File: config.mk
export PLATFORM = sky130hd
export DESIGN_NAME = sdram_arb_sched
export DESIGN_NICKNAME = d
export VERILOG_FILES = /design/src/rtl/sdram_arb_sched_pkg.sv /design/src/rtl/sdram_rr_arb.sv /design/src/rtl/sdram_arb_sched.sv
export SDC_FILE = /design/constraint.sdc
export NUM_CORES = 1
export LEC_CHECK = 0
export BUFFER_PORTS_ARGS = -buffer_cell sky130_fd_sc_hd__buf_2
export CAP_MARGIN = 0
export CORE_MARGIN = 3
export CORE_UTILIZATION = 50
export DETAILED_ROUTE_END_ITERATION = 7
export PLACE_DENSITY = 0.89
export SYNTH_ARGS = -nofsm -noshare
export SYNTH_HDL_FRONTEND = slang
export SYNTH_SLANG_ARGS = --single-unit
File: constraint.sdc
create_clock -name clk -period 4.7 [get_ports clk]
set_input_delay 0.47 -clock clk [delete_from_list [all_inputs] [get_ports clk]]
set_output_delay 0.47 -clock clk [all_outputs]
set_load 0.03 [all_outputs]
File: src/rtl/sdram_arb_sched_pkg.sv
// sdram_arb_sched_pkg: shared scheduler encodings and defaults.
// Holds the arbiter FSM state type and the refresh interval default.
package sdram_arb_sched_pkg;

  typedef enum logic [1:0] {
    A_IDLE = 2'd0,
    A_REF  = 2'd1,
    A_CMD  = 2'd2,
    A_WAIT = 2'd3
  } arb_state_e;

  localparam int REF_CYCLES_DEF = 1000;

endpackage

File: src/rtl/sdram_rr_arb.sv
// sdram_rr_arb: combinational round-robin pick.
// Ports: req (request vector), ptr (last winner) -> gnt (one-hot), idx, any.
module sdram_rr_arb #(
  parameter int N  = 4,
  parameter int PW = $clog2(N)
) (
  input  logic [N-1:0]  req,
  input  logic [PW-1:0] ptr,
  output logic [N-1:0]  gnt,
  output logic [PW-1:0] idx,
  output logic          any
);

  int          j;
  logic [PW-1:0] jj;

  // Scan starting one past the last winner so it goes to the back.
  always_comb begin
    gnt = '0;
    idx = '0;
    any = 1'b0;
    j   = 0;
    jj  = '0;
    for (int k = 1; k <= N; k++) begin
      j  = (int'(ptr) + k) % N;
      jj = PW'(j);
      if (!any && req[jj]) begin
        any     = 1'b1;
        gnt[jj] = 1'b1;
        idx     = jj;
      end
    end
  end

endmodule

File: src/rtl/sdram_arb_sched.sv
// sdram_arb_sched: round-robin port scheduler with refresh priority.
// Ports: core handshake (ref/rd/wr req+ack, addr), per-port req/grant/done.
module sdram_arb_sched
  import sdram_arb_sched_pkg::*;
#(
  parameter int NUM_PORTS  = 4,
  parameter int ADDR_W     = 24,
  parameter int REF_CYCLES = REF_CYCLES_DEF
) (
  input  logic                        clk,
  input  logic                        rst_n,
  input  logic                        sdram_init_done,
  input  logic                        core_idle,
  output logic                        sdram_ref_req,
  input  logic                        sdram_ref_ack,
  output logic                        sdram_rd_req,
  input  logic                        sdram_rd_ack,
  output logic                        sdram_wr_req,
  input  logic                        sdram_wr_ack,
  input  logic                        sdram_wr_data_valid,
  output logic [ADDR_W-1:0]           sdram_addr,
  input  logic [NUM_PORTS-1:0]        port_req,
  input  logic [NUM_PORTS-1:0]        port_rnw,
  input  logic [NUM_PORTS*ADDR_W-1:0] port_addr,
  output logic [NUM_PORTS-1:0]        port_grant,
  output logic [NUM_PORTS-1:0]        port_wr_valid,
  output logic [NUM_PORTS-1:0]        port_done,
  output logic                        ref_overrun
);

  localparam int PW = $clog2(NUM_PORTS);
  localparam int CW = $clog2(REF_CYCLES);

  arb_state_e     state;
  logic [PW-1:0]  ptr;
  logic [CW-1:0]  ref_cnt;
  logic           ref_pend;
  logic           ref_wrap;

  logic [NUM_PORTS-1:0] win_oh;
  logic [PW-1:0]        win_idx;
  logic                 win_any;
  logic [ADDR_W-1:0]    win_addr;

  sdram_rr_arb #(
    .N  (NUM_PORTS),
    .PW (PW)
  ) u_arb (
    .req (port_req),
    .ptr (ptr),
    .gnt (win_oh),
    .idx (win_idx),
    .any (win_any)
  );

  always_comb begin
    win_addr = '0;
    for (int i = 0; i < NUM_PORTS; i++) begin
      if (win_idx == PW'(i))
        win_addr = port_addr[i*ADDR_W +: ADDR_W];
    end
  end

  assign port_wr_valid = port_grant
                       & {NUM_PORTS{sdram_wr_data_valid}};

  assign ref_wrap = sdram_init_done
                  && (ref_cnt == CW'(REF_CYCLES - 1));

  always_ff @(posedge clk or negedge rst_n) begin
    if (!rst_n) begin
      ref_cnt     <= '0;
      ref_pend    <= 1'b0;
      ref_overrun <= 1'b0;
    end else begin
      if (!sdram_init_done || ref_wrap)
        ref_cnt <= '0;
      else
        ref_cnt <= ref_cnt + 1'b1;
      // A fresh interval outranks a same-cycle ack.
      if (ref_wrap) begin
        ref_pend <= 1'b1;
        if (ref_pend && !sdram_ref_ack)
          ref_overrun <= 1'b1;
      end else if (sdram_ref_ack) begin
        ref_pend <= 1'b0;
      end
    end
  end

  always_ff @(posedge clk or negedge rst_n) begin
    if (!rst_n) begin
      state         <= A_IDLE;
      ptr           <= PW'(NUM_PORTS - 1);
      sdram_ref_req <= 1'b0;
      sdram_rd_req  <= 1'b0;
      sdram_wr_req  <= 1'b0;
      sdram_addr    <= '0;
      port_grant    <= '0;
      port_done     <= '0;
    end else begin
      port_done <= '0;
      case (state)
        A_IDLE: begin
          if (sdram_init_done && core_idle) begin
            if (ref_pend) begin
              sdram_ref_req <= 1'b1;
              state         <= A_REF;
            end else if (win_any) begin
              port_grant   <= win_oh;
              sdram_addr   <= win_addr;
              sdram_rd_req <= port_rnw[win_idx];
              sdram_wr_req <= !port_rnw[win_idx];
              ptr          <= win_idx;
              state        <= A_CMD;
            end
          end
        end
        A_REF: begin
          if (sdram_ref_ack) begin
            sdram_ref_req <= 1'b0;
            state         <= A_WAIT;
          end
        end
        A_CMD: begin
          if ((sdram_rd_req && sdram_rd_ack)
              || (sdram_wr_req && sdram_wr_ack)) begin
            sdram_rd_req <= 1'b0;
            sdram_wr_req <= 1'b0;
            state        <= A_WAIT;
          end
        end
        A_WAIT: begin
          if (core_idle) begin
            port_done  <= port_grant;
            port_grant <= '0;
            state      <= A_IDLE;
          end
        end
        default: state <= A_IDLE;
      endcase
    end
  end

endmodule

==> reports/results.tsv, run 1 <==
metric	value	unit
number of synthesized flops with an enable pin	0	
Yosys cell types	50	
Synth async-reset ratio	1.00	
maximum vdd drop	0.000129	V
row cnt	28	
Buffers on Ports	151	
wire per inst	16.4	um
prevailing post-synth register cell	dfrtp_1	
CTS H-tree lvls	2	
layout cells sized above 1	0.365	
fmax	0.278	GHz
Layout Skew	14.6	ps
Core Box Area	0.00613	mm2
WS Path Type	flip-flop to flip-flop	
Period Utilization, post-route	0.764	
RSZ-0062 raised after global routing	no	
drt first pass iters	5	
number of antenna violations at the first check in global routing	0	
Gate power share	0.153	
die area	0.00759	mm2
die width	87.1	um
DRC viols	0	
cell taking the most area after synthesis	dfrtp_1	
Syn. warnings	0	
DR vias	3092	
most frequent cell after synthesis	mux2i_1	
CP arrival	3740	ps
clock-pin slew on the worst setup and hold paths	100	ps
synth-to-layout area growth	26.4	%
DR iter-0 viols	122	
Max Root-Sink Buffers	2	
first-pass GRT wire length	14000	um
Post-DRT Antenna Nets	0	
Layout Nets	591	
HPWL after DPL	6800	um
setup TNS	0	ps
vias in the first global route	2997	
grt ovf	0	
Synth Instances	324	
n_diodes	0	
crit start category	flip-flop	
Net Sw Power	223	uW
register bit total from synthesis	51	
Seq/Total Area, Yosys	0.388	
Least-Margin Pin Slew	955	ps
leak pwr	2.34	nW
Hold WC Path Type	primary input to async pin	
Mapped Area	0.00329	mm2
Starting Density	0.537	
Slew Viols, Final	0	
outcome	finished clean	
met3 Use GR	0.0501	
Rel. slew slack	0.363	
GR Util met2	0.396	
setup violators final	0	
overall power	910	uW
fin util	0.679	
syn nets	450	
hold_ws	258	ps
CP required	4850	ps
share of the synthesized area in the top cell type	0.372	
die height	87.1	um
Post-CTS Resized	0	
total CTS buffers	5	
# Max-Cap Violations	0	
sequential power share	0.486	
worst-path fanout max	39	
Setup Buffers After CTS	0	
Net Sw Frac	0.245	
I/O pins	152	
post-synthesis average cell area	10.2	um2
synth top area cells	dfrtp_1, mux2i_1, o221ai_1	
power density cells	219	mW/mm2
largest net degree at the start of global routing	52	
crit path time final	3590	ps
routed wire length	8890	um
CP Capture Type	flip-flop	
Post-synth top cells	mux2i_1, dfrtp_1, nand2_1, o221ai_1, ha_1	
GRT busiest layer	met2	
cts hold-fix bufs	0	
Int Pwr	688	uW
via/cell ratio	5.72	
GR Layer Usage met1	0.295	
clock group share of total power	0.361	
Final Hold Violating Endpoints	0	
CTS tree	built	
clk sinks	51	
Clk Tree Root Cell	clkbuf_8	
Worst-Skew Late Latency	320	ps
GPL Wtd Cong	0.920	
gr usage total	0.232	
==> cell families after synthesis <==
logic type	after synthesis	share of synthesized area
AOI/OAI and AO/OA	67	0.159
xor gates and xnor gates	6	0.0160
adders and majority gates	14	0.0532
buffers and inverters	29	0.0483
DFF	51	0.388
muxes	55	0.175
and+or+nand+nor	102	0.160
==> metal layers <==
metal / up-vias / share of wire
li1: 1483 / -
met1: 1453 / 0.39
met2: 143 / 0.52
met3: 13 / 0.071
met4: 0 / 0.018
met5: - / 0
==> cell type report <==
class	count	area (um2)
Clock buffer	6	82.6
Clock inverter	2	38.8
Fill cell	470	1970
Inverter	9	33.8
Multi-Input combinational cell	244	1850
Sequential cell	51	1280
Tap cell	75	93.8
Timing Repair Buffer	154	778
==> layout by cell type, fill, tap and decap left out, types with 2 or more instances in the layout <==
cell type | Yosys | final
o21ai_1 | 3 | 3
nor2b_1 | 4 | 4
and2_1 | 5 | 5
clkbuf_8 | 0 | 6
mux2i_1 | 52 | 52
and3_1 | 8 | 8
buf_2 | 4 | 151
o221ai_1 | 24 | 24
ha_1 | 14 | 14
nor2_1 | 10 | 10
nand2_1 | 47 | 47
xnor2_1 | 3 | 3
nor4_1 | 2 | 2
a211o_1 | 2 | 2
nor3b_1 | 4 | 4
a222oi_1 | 4 | 4
nand2b_1 | 3 | 3
nor3_1 | 2 | 2
buf_4 | 2 | 3
o21ai_0 | 9 | 9
a21oi_1 | 9 | 9
dfstp_2 | 2 | 2
inv_1 | 9 | 9
or3_1 | 3 | 3
dfrtp_1 | 49 | 49
mux4_2 | 2 | 2
nand3b_1 | 4 | 4
xor2_1 | 3 | 3
nand3_1 | 4 | 4
a22o_1 | 4 | 4
==> stage by stage <==
step	instance area [um2]	setup slack, ps	std cells
floorplan	3290	1750	324
global placement	4040	1310	533
detailed placement	4040	1140	533
CTS	4160	1130	541
global route	4160	882	541
finish	4160	1110	541
==> worst max-delay path: stages (launching register included) <==
cell and delay, ps:
dfstp_2 750, inv_1 230, ha_1 440, mux4_2 410
nor2b_4 190, nand3b_4 160, a22o_4 520, buf_4 340
mux2i_1 220, o221ai_1 130
==> power groups by stage <==
stage	Clock (mW)	Sequential [mW]	Combinational [mW]
floorplan	0	0.450	0.0793
global placement	0	0.451	0.135
detailed placement	0	0.451	0.139
CTS	0.332	0.442	0.140
global route	0.352	0.443	0.154
finish	0.329	0.442	0.139
==> state kept, by name (all words and copies together) (netlist names) <==
register / cells
state: 2
sdram_wr_req: 1
sdram_rd_req: 1
ptr: 2
sdram_addr: 24
ref_overrun: 1
port_done: 4
sdram_ref_req: 1
ref_pend: 1
ref_cnt: 10
port_grant: 4
==> path summary, 6_finish.rpt <==
kind	from	end	slack [ps]	cells past startpoint
setup / recovery	ptr[0]	sdram_addr[6]	1110	9
hold / removal	rst_n	sdram_ref_req	260	2
setup reg to reg	ptr[0]	sdram_addr[6]	1110	9
hold reg to reg	ref_cnt[0]	ref_cnt[0]	470	1
max in group asynchronous	rst_n	sdram_addr[17]	4020	2
min in group clk	sdram_ref_ack	sdram_ref_req	460	4
No activity file was read; power rests on OpenSTA's default activity.
==> run 2: changes to the inputs <==
--- a/config.mk
+++ b/config.mk
@@ -8,9 +8,9 @@
 export BUFFER_PORTS_ARGS = -buffer_cell sky130_fd_sc_hd__buf_2
 export CAP_MARGIN = 0
 export CORE_MARGIN = 3
-export CORE_UTILIZATION = 50
+export CORE_UTILIZATION = 47
 export DETAILED_ROUTE_END_ITERATION = 7
-export PLACE_DENSITY = 0.89
+export PLACE_DENSITY = 0.84
 export SYNTH_ARGS = -nofsm -noshare
 export SYNTH_HDL_FRONTEND = slang
 export SYNTH_SLANG_ARGS = --single-unit
==> constraint.sdc (replaced) <==
create_clock -name clk -period 3.6 [get_ports clk]
set_input_delay 0.36 -clock clk [delete_from_list [all_inputs] [get_ports clk]]
set_output_delay 0.36 -clock clk [all_outputs]
set_load 0.03 [all_outputs]
==> reports/results.tsv, run 2 (same netlist as run 1, synthesis figures left out) <==
metric	value	unit
Gate power share	0.157	
Starting Density	0.501	
leak pwr	2.37	nW
worst-path fanout max	38	
Core Box Area	0.00657	mm2
# fillers	524	
grt ovf	0	
Worst-Skew Late Latency	310	ps
max reg flops	24	
clk sinks	51	
CP Capture Type	flip-flop	
Worst R2R Setup Slack	340	ps
number of antenna violations at the first check in global routing	0	
GPL Wtd Cong	0.965	
DR vias	3084	
biggest regs	sdram_addr x24, ref_cnt x10	
Clk Tree Root Cell	clkbuf_8	
Top delay family on crit path	flip-flops	
Rel. slew slack	0.548	
DRC viols	0	
Period Utilization, post-route	0.906	
clock group share of total power	0.356	
Post-CTS Resized	0	
setup TNS	0	ps
CP arrival	3440	ps
overall power	1.18	mW
first-pass GRT wire length	14100	um
layout cells sized above 1	0.369	
vias in the first global route	3036	
setup violators final	0	
gr usage total	0.224	
sequential power share	0.487	
largest net degree at the start of global routing	52	
# Max-Cap Violations	0	
Layout Skew	7.08	ps
n_diodes	0	
wire per inst	16.3	um
row cnt	29	
CP bufs+invs	2	
cts hold-fix bufs	0	
I/O pins	152	
Crit-path slowest cell	dfstp_2	
crit start category	flip-flop	
WS Path Type	flip-flop to flip-flop	
Net Sw Frac	0.243	
Int Pwr	896	uW
Buffers on Ports	151	
die area	0.00804	mm2
clock-pin slew on the worst setup and hold paths	90	ps
Post-DRT Antenna Nets	0	
Cell Chain, Critical Path	inv_1 > ha_1 > mux4_2 > nor2b_4 > nand3b_4 > a22o_4 > buf_12 > mux2i_1 > o221ai_1	
CP required	3780	ps
Slew Viols, Final	0	
Net Sw Power	288	uW
power density cells	280	mW/mm2
total CTS buffers	5	
stages on the worst setup path	9	
register area	0.00128	mm2
Layout Nets	594	
HPWL after DPL	7020	um
worst reg2reg path depth	9	
crit path time final	3260	ps
Largest Register	sdram_addr	
maximum vdd drop	0.000140	V
outcome	finished clean	
Least-Margin Pin Slew	675	ps
Max Root-Sink Buffers	2	
synth-to-layout area growth	28.4	%
Hold WC Path Type	primary input to async pin	
routed wire length	9180	um
Setup Buffers After CTS	0	
commonest non-fill, non-tap cell in the layout	buf_2	
most frequent cells in the layout	buf_2, mux2i_1, dfrtp_1	
fmax	0.307	GHz
die height	89.7	um
drt first pass iters	4	
DR iter-0 viols	182	
CTS H-tree lvls	2	
Critical Path Max Stage Delay	760	ps
Final Hold Violating Endpoints	0	
multi-input logic area	0.00185	mm2
die width	89.7	um
RSZ-0062 raised after global routing	no	
CTS tree	built	
via/cell ratio	5.49	
-- run 2: worst register-to-register path: stages (launching register included) --
cell      delay [ps]
dfstp_2          760
inv_1            230
ha_1             420
mux4_2           400
nor2b_4          180
nand3b_4         160
a22o_4           290
buf_12           290
mux2i_1          270
o221ai_1         130
-- run 2: cell type report --
type                       count  share of cell area
sequential                    51               0.303
clock inverter                 2             0.00829
tap                           93              0.0275
timing repair buffer         157               0.195
inverter                       9             0.00799
clock buffer                   6              0.0195
multi-input combinational    244               0.439
-- run 2: worst paths after layout --
path / from / endpoint
setup / recovery: ptr[0] / sdram_addr[8]
hold / removal: rst_n / ref_overrun
setup reg to reg: ptr[0] / sdram_addr[8]
hold reg to reg: ref_cnt[0] / ref_cnt[0]
max in group asynchronous: rst_n / state[1]
min in group clk: sdram_ref_ack / ref_pend
-- run 2: routing by layer --
metal  vias to the layer above  share of wire  wire, um  GRT usage
met5                         -              0         0          0
met3                        13          0.068       622     0.0493
met1                      1449           0.39      3580      0.277
met4                         0          0.016       143     0.0677
li1                       1486              -         -          -
met2                       136           0.53      4830      0.391
-- run 2: power by group through the flow --
stage                     registers (mW)  logic (mW)  clock network (mW)
after floorplan                    0.588       0.104                   0
after global placement             0.588       0.179                   0
after detailed placement           0.588       0.186                   0
after CTS                          0.577       0.187               0.427
after global routing               0.578       0.206               0.448
final                              0.577       0.186               0.421
-- run 2: stage by stage --
step,utilization,cells,area (um2),setup WS [ps],hold WS [ps]
floorplan,-,324,3290,648,64.4
global placement,0.626,554,4110,531,439
detailed placement,0.626,554,4110,355,455
CTS,0.644,562,4230,324,185
global route,0.644,562,4230,138,223
finish,0.644,562,4230,339,163
